### config.mk
export PLATFORM = sky130hd
export DESIGN_NAME = sram_data_responder
export DESIGN_NICKNAME = d
export VERILOG_FILES = /design/src/rtl/sram_resp_pkg.sv /design/src/rtl/sram_data_responder_pad_regs.sv /design/src/rtl/sram_data_responder.sv
export SDC_FILE = /design/constraint.sdc
export NUM_CORES = 1
export LEC_CHECK = 0
export CORE_ASPECT_RATIO = 0.6
export CORE_MARGIN = 2
export CORE_UTILIZATION = 40
export DETAILED_ROUTE_END_ITERATION = 7
export PLACE_DENSITY = 0.84
export SYNTH_ARGS = -nofsm -noshare
export SYNTH_HDL_FRONTEND = slang
export SYNTH_SLANG_ARGS = --single-unit
### constraint.sdc
create_clock -name clk -period 2.9 [get_ports clk]
set_input_delay 0.58 -clock clk [delete_from_list [all_inputs] [get_ports clk]]
set_output_delay 0.58 -clock clk [all_outputs]
set_load 0.02 [all_outputs]
### src/rtl/sram_resp_pkg.sv
// Shared definitions for the CPU data-port SRAM responder: FSM encoding,
// inactive strobe levels and the legal wait-state range.
package sram_resp_pkg;

   // Responder FSM states; the FSM register uses the plain localparam codes below
   typedef enum logic [1:0] {
      IDLE   = 2'd0,
      ACCESS = 2'd1,
      DONE   = 2'd2
   } resp_state_e;

   localparam logic [1:0] ST_IDLE   = 2'd0;
   localparam logic [1:0] ST_ACCESS = 2'd1;
   localparam logic [1:0] ST_DONE   = 2'd2;

   // Active-low SRAM control strobes, grouped so they register as one bank
   typedef struct packed {
      logic       ce_n;
      logic       oe_n;
      logic       we_n;
      logic [3:0] be_n;
   } sram_strobe_t;

   localparam sram_strobe_t STROBE_INACTIVE = '{ce_n: 1'b1, oe_n: 1'b1, we_n: 1'b1, be_n: 4'hF};

   localparam int WAIT_MIN = 2;
   localparam int WAIT_MAX = 15;

   // Out-of-range wait-state settings are pulled into the range the 4-bit counter supports
   function automatic int clamp_wait(input int w);
      if (w < WAIT_MIN) return WAIT_MIN;
      if (w > WAIT_MAX) return WAIT_MAX;
      return w;
   endfunction

endpackage

### src/rtl/sram_data_responder_pad_regs.sv
// Output register bank for the SRAM pins: address, write data, data-bus
// output enable and the active-low strobes. Resets to the inactive levels.
module sram_pad_regs
   import sram_resp_pkg::*;
#(
   parameter int ADDR_W = 20
) (
   input  logic              clk,
   input  logic              rst,
   input  logic [ADDR_W-1:0] addr_next,
   input  logic [31:0]       dq_next,
   input  logic              dq_oe_next,
   input  sram_strobe_t      strobe_next,
   output logic [ADDR_W-1:0] addr_reg,
   output logic [31:0]       dq_reg,
   output logic              dq_oe_reg,
   output sram_strobe_t      strobe_reg
);

   // Register every pin-facing signal so the SRAM never sees a combinational glitch
   always_ff @(posedge clk or negedge rst) begin
      if (!rst) begin
         addr_reg   <= '0;
         dq_reg     <= '0;
         dq_oe_reg  <= 1'b0;
         strobe_reg <= STROBE_INACTIVE;
      end else begin
         addr_reg   <= addr_next;
         dq_reg     <= dq_next;
         dq_oe_reg  <= dq_oe_next;
         strobe_reg <= strobe_next;
      end
   end

endmodule

### src/rtl/sram_data_responder.sv
// CPU data-port responder for asynchronous 32-bit SRAM with programmable
// wait states. Optional feature macro: SRAM_POSTED_WRITE_EN (writes are
// accepted without stalling and drain in the background).
module sram_data_responder
   import sram_resp_pkg::*;
#(
   parameter int ADDR_W      = 20,
   parameter int WAIT_CYCLES = 2
) (
   input  logic              clk,
   input  logic              rst,
   input  logic [3:0]        ram_ce_i,
   input  logic              ram_we_i,
   input  logic [31:0]       ram_addr_i,
   input  logic [3:0]        ram_sel_i,
   input  logic [31:0]       ram_wdata_i,
   output logic [31:0]       ram_data_o,
   output logic              ram_stall_o,
   output logic [ADDR_W-1:0] sram_addr_o,
   input  logic [31:0]       sram_dq_i,
   output logic [31:0]       sram_dq_o,
   output logic              sram_dq_oe_o,
   output logic              sram_ce_n_o,
   output logic              sram_oe_n_o,
   output logic              sram_we_n_o,
   output logic [3:0]        sram_be_n_o
);

`ifdef SRAM_POSTED_WRITE_EN
   localparam bit POSTED = 1'b1;
`else
   localparam bit POSTED = 1'b0;
`endif

   localparam int         WAIT_EFF = clamp_wait(WAIT_CYCLES);
   localparam logic [3:0] CNT_LAST = 4'(WAIT_EFF - 1);

   logic [1:0]        state_reg, state_next;
   logic [3:0]        cnt_reg, cnt_next;
   logic              we_reg, we_next;
   logic [31:0]       rdata_reg, rdata_next;

   logic [ADDR_W-1:0] addr_next;
   logic [31:0]       dq_next;
   logic              dq_oe_next;
   sram_strobe_t      strobe_next;
   logic [ADDR_W-1:0] pad_addr;
   logic [31:0]       pad_dq;
   logic              pad_dq_oe;
   sram_strobe_t      pad_strobe;

   logic              req;
   logic              unused_addr_bits;

   assign req              = |ram_ce_i;
   assign unused_addr_bits = ^{ram_addr_i[31:ADDR_W+2], ram_addr_i[1:0]};

   // Next-state and next-pad values; pads are driven from the same decision as the FSM
   always_comb begin
      state_next  = state_reg;
      cnt_next    = cnt_reg;
      we_next     = we_reg;
      rdata_next  = rdata_reg;
      addr_next   = pad_addr;
      dq_next     = pad_dq;
      dq_oe_next  = 1'b0;
      strobe_next = STROBE_INACTIVE;
      unique case (state_reg)
         ST_IDLE: begin
            if (req) begin
               state_next       = ST_ACCESS;
               cnt_next         = 4'd0;
               we_next          = ram_we_i;
               addr_next        = ram_addr_i[ADDR_W+1:2];
               dq_next          = ram_wdata_i;
               strobe_next.ce_n = 1'b0;
               if (ram_we_i) begin
                  // First cycle is never the final one, so the write pulse starts here
                  strobe_next.we_n = 1'b0;
                  strobe_next.be_n = ~ram_sel_i;
                  dq_oe_next       = 1'b1;
               end else begin
                  strobe_next.oe_n = 1'b0;
                  strobe_next.be_n = 4'h0;
               end
            end
         end
         ST_ACCESS: begin
            if (cnt_reg == CNT_LAST) begin
               if (!we_reg) rdata_next = sram_dq_i;
               state_next = (POSTED && we_reg) ? ST_IDLE : ST_DONE;
            end else begin
               cnt_next    = cnt_reg + 4'd1;
               strobe_next = pad_strobe;
               dq_oe_next  = pad_dq_oe;
               // Release we_n one cycle early so data is held past the write edge
               if (we_reg && (cnt_next == CNT_LAST)) strobe_next.we_n = 1'b1;
            end
         end
         ST_DONE: state_next = ST_IDLE;
         default: state_next = ST_IDLE;
      endcase
   end

   // FSM, wait counter, latched direction and read-data holding register
   always_ff @(posedge clk or negedge rst) begin
      if (!rst) begin
         state_reg <= ST_IDLE;
         cnt_reg   <= 4'd0;
         we_reg    <= 1'b0;
         rdata_reg <= 32'd0;
      end else begin
         state_reg <= state_next;
         cnt_reg   <= cnt_next;
         we_reg    <= we_next;
         rdata_reg <= rdata_next;
      end
   end

   sram_pad_regs #(
      .ADDR_W(ADDR_W)
   ) u_pad_regs (
      .clk        (clk),
      .rst        (rst),
      .addr_next  (addr_next),
      .dq_next    (dq_next),
      .dq_oe_next (dq_oe_next),
      .strobe_next(strobe_next),
      .addr_reg   (pad_addr),
      .dq_reg     (pad_dq),
      .dq_oe_reg  (pad_dq_oe),
      .strobe_reg (pad_strobe)
   );

   // Stall is the only output with a combinational path from the request bus
   assign ram_stall_o  = rst & ((state_reg == ST_IDLE) ? (req & ~(POSTED & ram_we_i))
                                                       : (state_reg == ST_ACCESS));
   assign ram_data_o   = rdata_reg;
   assign sram_addr_o  = pad_addr;
   assign sram_dq_o    = pad_dq;
   assign sram_dq_oe_o = pad_dq_oe;
   assign sram_ce_n_o  = pad_strobe.ce_n;
   assign sram_oe_n_o  = pad_strobe.oe_n;
   assign sram_we_n_o  = pad_strobe.we_n;
   assign sram_be_n_o  = pad_strobe.be_n;

endmodule

==> results list <==
- The run finished with clean final reports.
- Overflow after GRT: 0
- Initial antenna violation count: 0
* Largest incremental delay on the critical path: 0.53 ns
- The path class of the tightest hold or removal check is in -> async.
* Number of CTS-inserted buffers: 9
* Worst R2R Path Depth: 6
- In this design, the critical path's most frequently occurring cell is clkdlybuf4s50_1.
- Post-synth top cells: dfrtp_1 (92), mux2_4 (50), mux2_2 (29)
- Share of cells above drive strength 1: 26.2%
* XOR/XNOR Fraction of Synth Area: 0.212%
- dfrtp_1 is the most common cell in the netlist.
- Util after Layout: between 60% and 70%
* Area added between synthesis and finish: 54.9%
* Maximum number of pins on one net before global-route repair: 56
* Critical path startpoint: ram_ce_i[1]
- After synthesis, the largest family of logic cells by area is multiplexers.
- The worst setup path is launched from a primary input.
- Global routing consumed, on the met2 layer, 27.4% of the routing resources.
- In this run, synthesis inferred 0 flip-flops with an integrated enable.
- Post-synthesis async set-or-reset flop share: 100%
- Data on the critical path arrives at its endpoint at 1.96 ns.
- Total chip power: approximately 8.0 mW
- The most critical setup path has its endpoint at ram_stall_o.
- The worst register-to-register path ends at ram_data_o[1]$_DFFE_PN0P_.
* Placer Congestion: 0.813
- Net count of the finished layout: 548
* Number of buffers inserted by post-CTS setup repair: 0
* Max Fanout on Critical Path: 2
- Root Buffer: clkbuf_16
- The average instance in the mapped netlist occupies roughly 17 sq um.
- The number of nets in the synthesized netlist is 355.
* Post-synthesis instance total: around 250
* Number of hold buffers added after cts: 0
- Clk slew on worst S/H paths: 0.07 ns
* Via count of the first global-routing pass: about 2900
- Flip-flop and latch count after synthesis: 99
- The critical path in this run is classified as in -> out.
- Dividing the detail-routed wire length by the instance count gives 17.0 microns.
* Diode insertion count for antenna repair: 0
- Number of endpoints failing setup at the final stage: 0
- Initial Util: 41.5%
* Global Route met3 Usage: 8.24%
- Setup repair after global routing left no endpoint under its margin.
- At the pin with the least slew margin, the transition time is 0.676 ns.
* Number of placed I/O pins: 200
- CTS H-tree depth: 3
- Total detailed-routing wirelength: 9.81 mm
- After detailed routing, the number of remaining DRC violations is 0.
* Aggregate global-route resource usage: 17.9%
- Max-Cap Viols: 0
- Counting distinct cell types in the post-synthesis netlist gives 39.
- Data on the critical path is required at its endpoint by 2.32 ns.
* Global routing met1 resource utilization: 22.9%
- For this run, the number of Yosys warnings is 0.
- Traced cell by cell, the critical path runs through clkdlybuf4s50_1 -> nor4_4 -> a21oi_1 -> clkdlybuf4s50_1.
- The count of pins over their slew limit was 0.
- Drt first-iter violations: 60
- Global route hottest layer: met2
- Detailed placement finished with a half-perimeter wire length of 7.21 mm.
* Number of gates given a new drive strength after cts: 0
- Width of the die: 135 microns
* Final number of hold-violating endpoints: 0
* Simple-Gate Fraction of Synth Area: 4.42%
* CTS tree: done
- Summed negative setup slack over all endpoints: 0 ns
- Using the TritonRoute via totals, the vias-per-cell ratio works out to 4.75.
- Cell with the largest stage delay on the worst path: clkdlybuf4s50_1
- Power density over the cells: around 1300 nW/um^2
- The final route contains 2746 vias.
- Count of input and output buffers: 187
- The worst register-to-register path has a setup slack of 0.67 ns.
* Tightest slew margin relative to the limit: 54.9%
- The clock drives 99 sinks.
* Post-synth design cell area: 4130 sq um
- The first global-routing pass estimated between 15 and 20 mm of wire.
* Num rows: 28
- DIE HEIGHT: about 83 microns
* Share of cell area taken by muxes after synthesis: 27.7%
- The worst setup path is captured at a primary output.
* Post-synth top area cell: dfrtp_1
* Launch instance of the worst register-to-register path: cnt_reg[1]$_DFFE_PN0P_
- The share of the Yosys chip area taken by registers is 60.2%.
- Static Leakage: 2.72 nW
* Max Root-Sink Buffers: 2
- Area enclosed by the die boundary: around 11000 sq um
- At the later pin of the worst-skew pair, clock insertion delay measures 0.34 ns.
- In the post-synthesis netlist, the biggest area contributors are dfrtp_1 (56%), mux2_4 (18%), mux2_2 (7.9%), dfstp_2 (4.5%), buf_12 (1.5%).
- Derived from the worst setup path, the maximum achievable clock frequency is 394 MHz.
- Crit path time final: about 2.5 ns
* Synthesized-area fraction occupied by adder cells: 0.909%
- Max rail drop VDD: between 0.6 and 0.7 mV
- In the finished design, the share of the clock period the worst path needs comes to ~90%.
* Drt pass-1 iters: 4
- In this run the remaining antenna-violating nets after routing total 0.
- For this run, the leading register cell type out of synthesis is dfrtp_1.
- Across the routed clock network, the largest skew measured is 0.00983 ns.
- Fillers: 714
- Summed over its instances, the top area cell type makes up 55.7% of the synthesized netlist area.
- Summing the areas of all compound-gate instances in the mapped netlist gives 3.24% of the synthesized area.
* Core outline area: a little under 10000 sq um
## power breakdown
group | total (mW) | switching (mW) | internal [mW] | leakage, nW
Sequential | 2.53 | 0.407 | 2.13 | 1.16
Clock | 1.21 | 0.514 | 0.698 | 0.147
Combinational | 4.27 | 1.89 | 2.38 | 1.41
Total | 8.02 | 2.81 | 5.21 | 2.72
## worst max-delay path: cells and delay by family
family / cells / cell delay [ns]
AO/OA/AOI/OAI: 1 / 0.10
AND/OR/NAND/NOR: 1 / 0.31
buffers and inverters: 2 / 0.97
## stage by stage
stage          hold slack (ns)  instances  instance area [sq um]  setup slack (ns)
4_1_cts                  0.363        578                   6400             0.339
5_1_grt                  0.379        578                   6400             0.282
3_5_place_dp             0.468        562                   6100             0.341
2_1_floorplan            0.284        245                   4130             0.967
6_report                 0.338        578                   6400             0.362
3_3_place_gp             0.468        562                   6100             0.342
## cell type report
class | count | area [sq um] | share of cell area [%]
well taps | 135 | 169 | 2.64
repair buffers | 193 | 1910 | 29.9
flip-flops and latches | 99 | 2490 | 38.9
multi-input cells | 131 | 1510 | 23.6
clock buffers | 11 | 243 | 3.79
inverters | 4 | 15.0 | 0.235
clock inverters | 5 | 60.1 | 0.939
## cells in the final DEF (no fill, tap or decap), drive strengths merged, types with 4 or more instances in the layout
| cell | count |
|---|---|
| nor2 | 4 |
| clkbuf | 11 |
| a2bb2oi | 4 |
| dfstp | 7 |
| nand2b | 8 |
| clkdlybuf4s50 | 186 |
| mux2 | 84 |
| dfrtp | 92 |
| inv | 6 |
| buf | 7 |
## worst min-delay path by stage
stage	endpoint	slack [ns]	cells past startpoint
3_3_place_gp	u_pad_regs.addr_reg[18]$_DFFE_PN0P_	0.47	1
4_1_cts	u_pad_regs.addr_reg[13]$_DFFE_PN0P_	0.36	2
2_1_floorplan	cnt_reg[0]$_DFFE_PN0P_	0.28	0
6_report	u_pad_regs.addr_reg[18]$_DFFE_PN0P_	0.34	2
3_5_place_dp	u_pad_regs.dq_oe_reg$_DFFE_PN0P_	0.47	1
5_1_grt	u_pad_regs.addr_reg[13]$_DFFE_PN0P_	0.38	2
## logic make-up after synthesis
| logic type | Yosys count |
|---|---|
| flip-flops | 99 |
| XOR/XNOR | 1 |
| AND/OR/NAND/NOR | 25 |
| multiplexers | 85 |
| adder cells (fa/ha/maj) | 3 |
| buffers and inverters | 15 |
| AO/OA/AOI/OAI | 17 |
## layer usage
layer | part of all wire [%] | up-vias
met1 | 44 | 1347
met5 | 0 | -
met2 | 44 | 135
met4 | 0.90 | 0
li1 | - | 1254
met3 | 11 | 10
(Power assumes the default switching activity.)
